`config.mk`:
```
export PLATFORM = sky130hd
export DESIGN_NAME = dds_cmd_arbiter
export DESIGN_NICKNAME = d
export VERILOG_FILES = /design/src/rtl/dds_arb_pkg.sv /design/src/rtl/dds_arb_fifo.sv /design/src/rtl/dds_cmd_arbiter.sv
export SDC_FILE = /design/constraint.sdc
export NUM_CORES = 2
export LEC_CHECK = 0
export CAP_MARGIN = 5
export CORE_MARGIN = 3
export CORE_UTILIZATION = 61
export CTS_CLUSTER_DIAMETER = 100
export DETAILED_ROUTE_END_ITERATION = 7
export HOLD_SLACK_MARGIN = 0.06
export PLACE_DENSITY_LB_ADDON = 0.3
export SLEW_MARGIN = 20
export SYNTH_ARGS = -nofsm -noshare
export SYNTH_HDL_FRONTEND = slang
export SYNTH_SLANG_ARGS = --single-unit
```
`constraint.sdc`:
```
create_clock -name clk -period 21.6 [get_ports clk]
set_clock_uncertainty 0.2 [all_clocks]
set_input_delay 2.16 -clock clk [delete_from_list [all_inputs] [get_ports clk]]
set_output_delay 2.16 -clock clk [all_outputs]
set_load 0.1 [all_outputs]
```
`src/rtl/dds_arb_pkg.sv`:
```
// Shared types and the round-robin picker for the DDS command arbiter.
// Lets several timed-command sources share one DDS update path.
package dds_arb_pkg;

  typedef enum logic [0:0] {IDLE, GAP} arb_state_t;

  localparam int DDS_CMD_WIDTH = 128;
  localparam int RR_MAX        = 8;

  // Returns {found, index}. Candidates are scanned starting one past last_grant and wrap modulo num_req.
  function automatic logic [3:0] rr_pick(input logic [7:0] nonempty,
                                         input logic [2:0] last_grant,
                                         input int         num_req);
    logic       found;
    logic [2:0] idx;
    int         cand;
    found = 1'b0;
    idx   = 3'd0;
    for (int k = 1; k <= RR_MAX; k++) begin
      if (k <= num_req && !found) begin
        cand = (int'(last_grant) + k) % num_req;
        if (nonempty[cand[2:0]]) begin
          found = 1'b1;
          idx   = cand[2:0];
        end
      end
    end
    return {found, idx};
  endfunction

endpackage

```
`src/rtl/dds_arb_fifo.sv`:
```
// Single-clock per-source command FIFO.
// Flush takes priority over push, and a push onto a full FIFO succeeds only when that FIFO is popped in the same cycle.
module dds_arb_fifo #(
  parameter int DATA_WIDTH = 128,
  parameter int DEPTH      = 4
) (
  input  logic                  clk,
  input  logic                  reset,
  input  logic                  flush,
  input  logic                  push,
  input  logic [DATA_WIDTH-1:0] push_data,
  input  logic                  pop,
  output logic [DATA_WIDTH-1:0] head,
  output logic                  full,
  output logic                  empty,
  output logic                  drop
);

  localparam int AW = $clog2(DEPTH);

  logic [AW:0]           wr_ptr_q, wr_ptr_d;
  logic [AW:0]           rd_ptr_q, rd_ptr_d;
  logic [DATA_WIDTH-1:0] mem_q [DEPTH];
  logic                  do_push, do_pop;

  // The extra MSB on each pointer tells full from empty when the low bits match.
  always_comb begin
    empty    = (wr_ptr_q == rd_ptr_q);
    full     = (wr_ptr_q[AW] != rd_ptr_q[AW]) && (wr_ptr_q[AW-1:0] == rd_ptr_q[AW-1:0]);
    do_pop   = pop && !empty && !flush;
    do_push  = push && !flush && (!full || do_pop);
    drop     = push && !flush && full && !do_pop;
    wr_ptr_d = wr_ptr_q;
    rd_ptr_d = rd_ptr_q;
    if (flush) begin
      wr_ptr_d = '0;
      rd_ptr_d = '0;
    end else begin
      if (do_push) wr_ptr_d = wr_ptr_q + (AW+1)'(1);
      if (do_pop)  rd_ptr_d = rd_ptr_q + (AW+1)'(1);
    end
  end

  always_ff @(posedge clk) begin
    if (reset) begin
      wr_ptr_q <= '0;
      rd_ptr_q <= '0;
    end else begin
      wr_ptr_q <= wr_ptr_d;
      rd_ptr_q <= rd_ptr_d;
    end
  end

  always_ff @(posedge clk) begin
    if (do_push) mem_q[wr_ptr_q[AW-1:0]] <= push_data;
  end

  assign head = mem_q[rd_ptr_q[AW-1:0]];

endmodule

```
`src/rtl/dds_cmd_arbiter.sv`:
```
// Round-robin arbiter that shares one DDS_Controller update path among NUM_REQ RTO sources.
// It can enforce an idle gap after each issued command.
module dds_cmd_arbiter
  import dds_arb_pkg::*;
#(
  parameter int NUM_REQ    = 4,
  parameter int DATA_WIDTH = DDS_CMD_WIDTH,
  parameter int FIFO_DEPTH = 4,
  parameter int MIN_GAP    = 0
) (
  input  logic                          clk,
  input  logic                          reset,
  input  logic                          flush,
  input  logic [NUM_REQ-1:0]            req_valid,
  input  logic [NUM_REQ*DATA_WIDTH-1:0] req_data,
  input  logic                          busy,
  output logic                          out_valid,
  output logic [DATA_WIDTH-1:0]         out_data,
  output logic [$clog2(NUM_REQ)-1:0]    out_src,
  output logic [NUM_REQ-1:0]            fifo_full,
  output logic [NUM_REQ-1:0]            fifo_empty,
  output logic [NUM_REQ-1:0]            overflow_error,
  input  logic [NUM_REQ-1:0]            overflow_clear
);

  localparam int SRC_W = $clog2(NUM_REQ);
  localparam int GAP_W = (MIN_GAP > 0) ? $clog2(MIN_GAP + 1) : 1;

  arb_state_t            state_q, state_d;
  logic [GAP_W-1:0]      gap_cnt_q, gap_cnt_d;
  logic [2:0]            last_grant_q, last_grant_d;
  logic                  out_valid_q, out_valid_d;
  logic [DATA_WIDTH-1:0] out_data_q, out_data_d;
  logic [SRC_W-1:0]      out_src_q, out_src_d;
  logic [NUM_REQ-1:0]    overflow_q, overflow_d;

  logic [DATA_WIDTH-1:0] head [NUM_REQ];
  logic [NUM_REQ-1:0]    pop, drop;
  logic [3:0]            pick;
  logic [SRC_W-1:0]      grant_idx;
  logic                  grant;

  for (genvar gi = 0; gi < NUM_REQ; gi++) begin : g_fifo
    dds_arb_fifo #(
      .DATA_WIDTH (DATA_WIDTH),
      .DEPTH      (FIFO_DEPTH)
    ) u_fifo (
      .clk       (clk),
      .reset     (reset),
      .flush     (flush),
      .push      (req_valid[gi]),
      .push_data (req_data[gi*DATA_WIDTH +: DATA_WIDTH]),
      .pop       (pop[gi]),
      .head      (head[gi]),
      .full      (fifo_full[gi]),
      .empty     (fifo_empty[gi]),
      .drop      (drop[gi])
    );
  end

  always_comb begin
    pick      = rr_pick(8'(~fifo_empty), last_grant_q, NUM_REQ);
    grant_idx = pick[SRC_W-1:0];
    grant     = (state_q == IDLE) && !busy && !flush && pick[3];
    pop       = '0;
    if (grant) pop[grant_idx] = 1'b1;

    state_d      = state_q;
    gap_cnt_d    = gap_cnt_q;
    last_grant_d = last_grant_q;
    out_valid_d  = 1'b0;
    out_data_d   = out_data_q;
    out_src_d    = out_src_q;
    case (state_q)
      IDLE: begin
        if (grant) begin
          out_valid_d  = 1'b1;
          out_data_d   = head[grant_idx];
          out_src_d    = grant_idx;
          last_grant_d = pick[2:0];
          if (MIN_GAP > 0) begin
            state_d   = GAP;
            gap_cnt_d = GAP_W'(MIN_GAP);
          end
        end
      end
      GAP: begin
        gap_cnt_d = gap_cnt_q - GAP_W'(1);
        if (gap_cnt_q <= GAP_W'(1)) state_d = IDLE;
      end
      default: state_d = IDLE;
    endcase

    // A fresh drop beats a same-cycle clear so no overflow is ever lost.
    overflow_d = (overflow_q & ~overflow_clear) | drop;
  end

  always_ff @(posedge clk) begin
    if (reset) begin
      state_q      <= IDLE;
      gap_cnt_q    <= '0;
      last_grant_q <= 3'(NUM_REQ - 1);
      out_valid_q  <= 1'b0;
      out_data_q   <= '0;
      out_src_q    <= '0;
      overflow_q   <= '0;
    end else begin
      state_q      <= state_d;
      gap_cnt_q    <= gap_cnt_d;
      last_grant_q <= last_grant_d;
      out_valid_q  <= out_valid_d;
      out_data_q   <= out_data_d;
      out_src_q    <= out_src_d;
      overflow_q   <= overflow_d;
    end
  end

  assign out_valid      = out_valid_q;
  assign out_data       = out_data_q;
  assign out_src        = out_src_q;
  assign overflow_error = overflow_q;

endmodule

```
# --- Word-level counts from Yosys, hierarchy flattened ---
# Memories as Yosys holds them, arrays and structs flattened. A register that Yosys moved wholly into a read port is not among the register bits.
# Cells that the tools add are included.
op_classes:
  n_addsub: 13
  n_lt_le_gt_ge: 8
  n_eq_ne: 12
  n_mux: 46
  bitwise_logic: 10
  n_reduce_logical: 58
ops:
  columns: ["operator", "count"]
  rows:
  - ["binary-select mux 128 bit (select 2 bit)", 1]
  - ["2-to-1 mux 128 bit", 2]
  - ["logical AND 1 bit", 32]
  - ["2-to-1 mux 2 bit", 15]
  - ["adder 3 x 1 -> 3 bit, second input constant", 8]
  - ["2-to-1 mux 1 bit", 22]
  - ["less-than comparator 3 x 4 -> 1 bit, second input constant", 4]
  - ["zero test 1 bit", 14]
  - ["OR reduction 2 bit", 7]
  - ["binary-select mux 1 bit (select 3 bit)", 4]
  - ["== test 3 bit", 4]
  - ["== test 2 bit", 4]
  - ["NOT 4 -> 8 bit", 1]
  - ["adder 2 x 1 -> 2 bit, second input constant", 2]
  - ["adder 2 bit, second input constant", 2]
  - ["AND 1 bit, first input constant", 4]
  - ["AND 4 bit", 1]
  - ["logical OR 1 bit", 4]
  - ["2-to-1 mux 4 bit", 1]
  - ["inequality test 1 bit", 4]
  - ["NOT 4 bit", 1]
  - ["OR 4 bit", 1]
  - [">= comparator 3 bit, second input constant", 1]
  - ["less-than comparator 2 x 3 -> 1 bit, second input constant", 1]
  - ["other kinds (7)", 7]
word_totals:
  ff_bits: 163
  ramBits: 2048
  in_bits: 524
  out_inout_bits: 143
  elab_cells: 166
  n_memories: 4
mem_list:
  columns: ["name", "words", "width", "rd", "rd_ports_with_merged_regs", "write_ports", "line", "rtl"]
  rows:
  - ["g_fifo[0].u_fifo.mem_q", 4, 128, 1, 1, 1, "dds_arb_fifo.sv:23", "logic [DATA_WIDTH-1:0] mem_q [DEPTH];"]
  - ["g_fifo[1].u_fifo.mem_q", 4, 128, 1, 1, 1, "dds_arb_fifo.sv:23", null]
  - ["g_fifo[2].u_fifo.mem_q", 4, 128, 1, 1, 1, "dds_arb_fifo.sv:23", null]
  - ["g_fifo[3].u_fifo.mem_q", 4, 128, 1, 1, 1, "dds_arb_fifo.sv:23", null]

# --- Logic depth before layout (Yosys ltp) ---
logic_depth:
  ltp_word: 23
  depth_mapped: 9
  ltp_nobuf: 7

# --- Modules after synthesis ---
# A second synthesis with hierarchy kept.
unflattened:
  hier_cells: 3732
  hier_area_um2: 84139.4
by_module_without_submodules:
  columns: ["mod", "instances", "cells_each", "area_per_inst_um2", "seq_area_each_um2"]
  rows:
  - ["dds_arb_fifo at g_fifo[0].u_fifo ...", 3, 724, 18889.4, 15534.9]
  - ["dds_arb_fifo at g_fifo[3].u_fifo", 1, 724, 18893.1, 15534.9]
  - ["dds_cmd_arbiter", 1, 836, 8578.2, 2742.6]

# --- Least setup slack after synthesis ---
# OpenSTA, ideal clock, no wires.
synth_path:
  path_type: "input to register"
  startpoint: "input flush"
  endpoint: "memory g_fifo[2].u_fifo.mem_q[0][0], enable pin"
  setup_time_ps: 798
  arrival_ps: 12326
  required_time_ps: 20602
  path_slack_ps: 8277
  stages: 6
  n_path_buf: 1
  path_cell_list: "clkbuf_1 nor2_1 o41ai_1 nor3_2 a21oi_2 nor3b_1"
synth_via:
  elab_chain_len: 10
  elab_cells_between_ends: 11
synth_rtl:
  columns: ["element", "line", "rtl"]
  rows:
  - ["start, declared", "dds_cmd_arbiter.sv:13", "input logic flush,"]
  - ["zero test 1 bit (*)", "dds_arb_fifo.sv:30, dds_arb_fifo.sv:31, dds_cmd_arbiter.sv:64", null]
  - ["logical AND 1 bit (2 in series)", "dds_cmd_arbiter.sv:64", "grant = (state_q == IDLE) && !busy && !flush && pick[3];"]
  - ["2-to-1 mux 4 bit", "dds_cmd_arbiter.sv:66", "if (grant) pop[grant_idx] = 1'b1;"]
  - ["logical AND 1 bit (2 in series)", "dds_arb_fifo.sv:30", "do_pop = pop && !empty && !flush;"]
  - ["logical OR 1 bit", "dds_arb_fifo.sv:31", "do_push = push && !flush && (!full || do_pop);"]
  - ["logical AND 1 bit (*)", "dds_arb_fifo.sv:31", null]
  - ["2-to-1 mux 1 bit (*)", "dds_arb_fifo.sv:55", "if (do_push) mem_q[wr_ptr_q[AW-1:0]] <= push_data;"]
  - ["2-to-1 mux 1 bit (not written as such) (*)", "dds_arb_fifo.sv:55", null]
  - ["end, declared", "dds_arb_fifo.sv:23", null]
# Mark *: on every way between the ends. The rest lies on a longest branch, timed or not.

# --- Worst setup path after layout ---
layout_path:
  startpoint: "register g_fifo[3].u_fifo.wr_ptr_q[0]"
  endpoint: "output fifo_empty[3]"
layout_via:
  elab_chain_len: 1
layout_rtl:
  columns: ["element", "line", "rtl"]
  rows:
  - ["start, declared", "dds_arb_fifo.sv:21", "logic [AW:0] wr_ptr_q, wr_ptr_d;"]
  - ["start signal, assigned", "dds_arb_fifo.sv:49", "wr_ptr_q <= wr_ptr_d;"]
  - ["== test 3 bit", "dds_arb_fifo.sv:28", "empty = (wr_ptr_q == rd_ptr_q);"]
  - ["end, declared", "dds_cmd_arbiter.sv:21", "output logic [NUM_REQ-1:0] fifo_empty,"]
# No other way between the ends.

==> impl_metrics.py <==
metrics = {
    "run_status": {
        "status": "completed",
    },
    "die": {
        "core-area_mm2": 0.136,
        "die-area_mm2": 0.142,
        "start_util": 0.617,
        "die_w_um": 377,
        "io_pins": 667,
        "num_rows": 135,
        "die_h_um": 377,
    },
    "global_route": {
        "grt_first_pass_wirelength_um": 317000,
        "overflow": 0,
        "grtUsageTotal": 0.314,
        "grt_pass1_vias": 44500,
        "grt_max_degree": 129,
        "antenna_found_initial": 88,
    },
    "placement": {
        "io_buffers": 666,
        "place_congestion": 0.842,
        "dp_cells": 6126,
        "dp_hpwl_um": 136000,
        "dp_slack_ns": 15.50,
        "dpl_cell_area_mm2": 0.0924,
    },
    "yosys": {
        "synth_cells": 3855,
        "syn_area_mm2": 0.0839,
        "avgSynthCellArea_um2": 21.8,
        "synth_flop_cell": "edfxtp_1",
        "seq_area_frac_synth": 0.774,
        "ys_types": 64,
        "synth.area.top_cells": "edfxtp_1 (73%), mux4_2 (14%), dfxtp_1 (4.0%)",
        "synthArstFlopShare": 0,
        "synth_edf_count": 2048,
        "ys_warn_count": 0,
        "yosys.area.top_type": "edfxtp_1",
        "synth_fp_nets": 4399,
        "ys_seq_elements": 2217,
        "synth_top_area_frac": 0.733,
    },
    "detailed_routing": {
        "drtIter0Drc": 5567,
        "ant_nets": 0,
        "drc": 0,
        "vias": 43900,
        "met1_length_um": 78600,
        "routed-wl-met3_um": 22400,
        "met2_length_um": 110000,
        "post_drt_wl_per_cell_um": 33.5,
        "first_pass_iters": 6,
        "routed_wirelength_um": 221000,
        "routed.top_layer": "met5",
        "post_drt_via_cell_ratio": 6.66,
    },
    "layout": {
        "areaGrowthSynthToFinish_pct": 18.7,
        "final_core_util": 0.732,
        "final_common_cell": "edfxtp_1",
        "final_area_mm2": 0.0996,
        "layout_common_cells": "edfxtp_1 (2,048), clkdlybuf4s50_1 (664), mux4_2 (512)",
        "drive_gt1_frac": 0.202,
        "layout.cells.non_filler": 6601,
        "nNetsFinal": 5102,
    },
    "sta": {
        "fin_ws_ns": 16.06,
        "slew_headroom": 0.224,
        "drv_slew": 0,
        "post-route-period-util": 0.257,
        "tightest_slew_ns": 1.16,
        "setup_viol": 0,
        "timing.setup.tns_ns": 0,
        "rsz0062_at_grt": "no",
        "fin_crit_ns": 5.54,
        "fmax_mhz": 180,
        "finalHoldViolCount": 0,
    },
    "power": {
        "power.leakage_uw": 0.0310,
        "power.density_mw_per_mm2": 89.9,
        "ir_worst_vdd_v": 0.0000703,
    },
    "critical_path": {
        "criticalPathCategory": "reg2out",
        "crit_fanout": 9,
        "cp-start-kind": "flip-flop",
        "cp_data_arrival_time_ns": 3.18,
        "critPathSlowestCell": "clkdlybuf4s50_1",
        "critical_path.max_stage_delay_ns": 1.19,
        "crit_chain": "xnor2_1 > nand3_2 > inv_4 > clkdlybuf4s50_1",
        "r2r_setup_slack_ns": 16.71,
        "cp.required_ns": 19.24,
        "crit_path_end_kind": "output pin",
    },
    "clock_tree": {
        "postCtsHoldBufs": 0,
        "path_clk_slew_ns": 0.06,
        "cts_tree": "done",
        "htree_levels": 4,
        "cts_setup_buffers": 0,
        "cts_max_path_buffers": 3,
        "cts_made_buffers": 209,
        "insertion_delay_ns": 0.83,
        "clock-sinks": 2217,
        "cts_resized": 0,
        "ctsRootBufferMaster": "clkbuf_16",
    },
    "run": {
        "cap_violations": 0,
    },
    "min_path": {
        "hold_class": "reg2reg",
    },
}
==> area by class of cell <==
class,instances,area [um2]
sequential,2217,64900
fill,7457,36400
multi-input combinational,1377,18000
timing repair buffer,732,7290
clock buffer,283,5780
tap,1781,2230
clock inverter,111,1090
antenna,79,198
inverter,21,81.3
==> state kept, by name, summed over array words and instances, names as in the netlist, named ones only <==
name and flops:
g_fifo.u_fifo.mem_q 2048, out_data 128, g_fifo.u_fifo.rd_ptr_q 12, g_fifo.u_fifo.wr_ptr_q 12, overflow_error 4, last_grant_q 2
out_src 2, out_valid 1
==> metal layers <==
| metal | up-vias | GRT usage |
|---|---|---|
| met1 | 23000 | 0.419 |
| met2 | 2721 | 0.507 |
| met5 | - | 0 |
| met3 | 437 | 0.0716 |
| li1 | 17800 | - |
| met4 | 38 | 0.131 |
==> metrics by stage <==
| stage | hold slack, ns | total power [uW] |
|---|---|---|
| final | 0.287 | 8950 |
| after global routing | 0.299 | 9180 |
| after CTS | 0.288 | 8990 |
| after detailed placement | 0.276 | 5410 |
| after global placement | 0.271 | 5390 |
| after floorplan | 0.255 | 5140 |
==> worst paths after layout <==
kind,from,end,cells after the start
setup reg to reg,g_fifo[1].u_fifo.wr_ptr_q[0],g_fifo[0].u_fifo.mem_q[3][20],7
setup / recovery,g_fifo[3].u_fifo.wr_ptr_q[0],fifo_empty[3],4
hold reg to reg,out_data[117],out_data[117],1
hold / removal,out_data[117],out_data[117],1
==> synth_stat cells (all sizes together) (21+ instances only) <==
library cell  number
a21oi            144
nand2             34
nand3            145
mux4             512
o21ai            137
dfxtp            169
edfxtp          2048
buf               61
clkbuf           179
mux2             128
inv               21
a221o            128
==> worst max-delay path: cells and delay by family (launching register included) <==
family / cells / cell delay, ns
XOR/XNOR: 1 / 0.34
buffers and inverters: 2 / 1.41
flip-flops: 1 / 0.37
AND/OR/NAND/NOR: 1 / 0.23
==> logic make-up after synthesis <==
family,Yosys count,share of synthesized area
AND/OR/NAND/NOR,243,0.0151
AO/OA/AOI/OAI,446,0.0363
buffers and inverters,261,0.0138
flip-flops,2217,0.774
XOR/XNOR,13,0.00163
multiplexers,655,0.156
adder cells (fa/ha/maj),20,0.00298
==> report_power, final <==
part / switching, uW / leakage [uW] / total [uW] / internal [uW]
Sequential: 29.7 / 0.0200 / 4790 / 4760
Clock: 1570 / 0.00336 / 3630 / 2060
Combinational: 334 / 0.00765 / 530 / 196
Power figures use the tool's default switching activity.
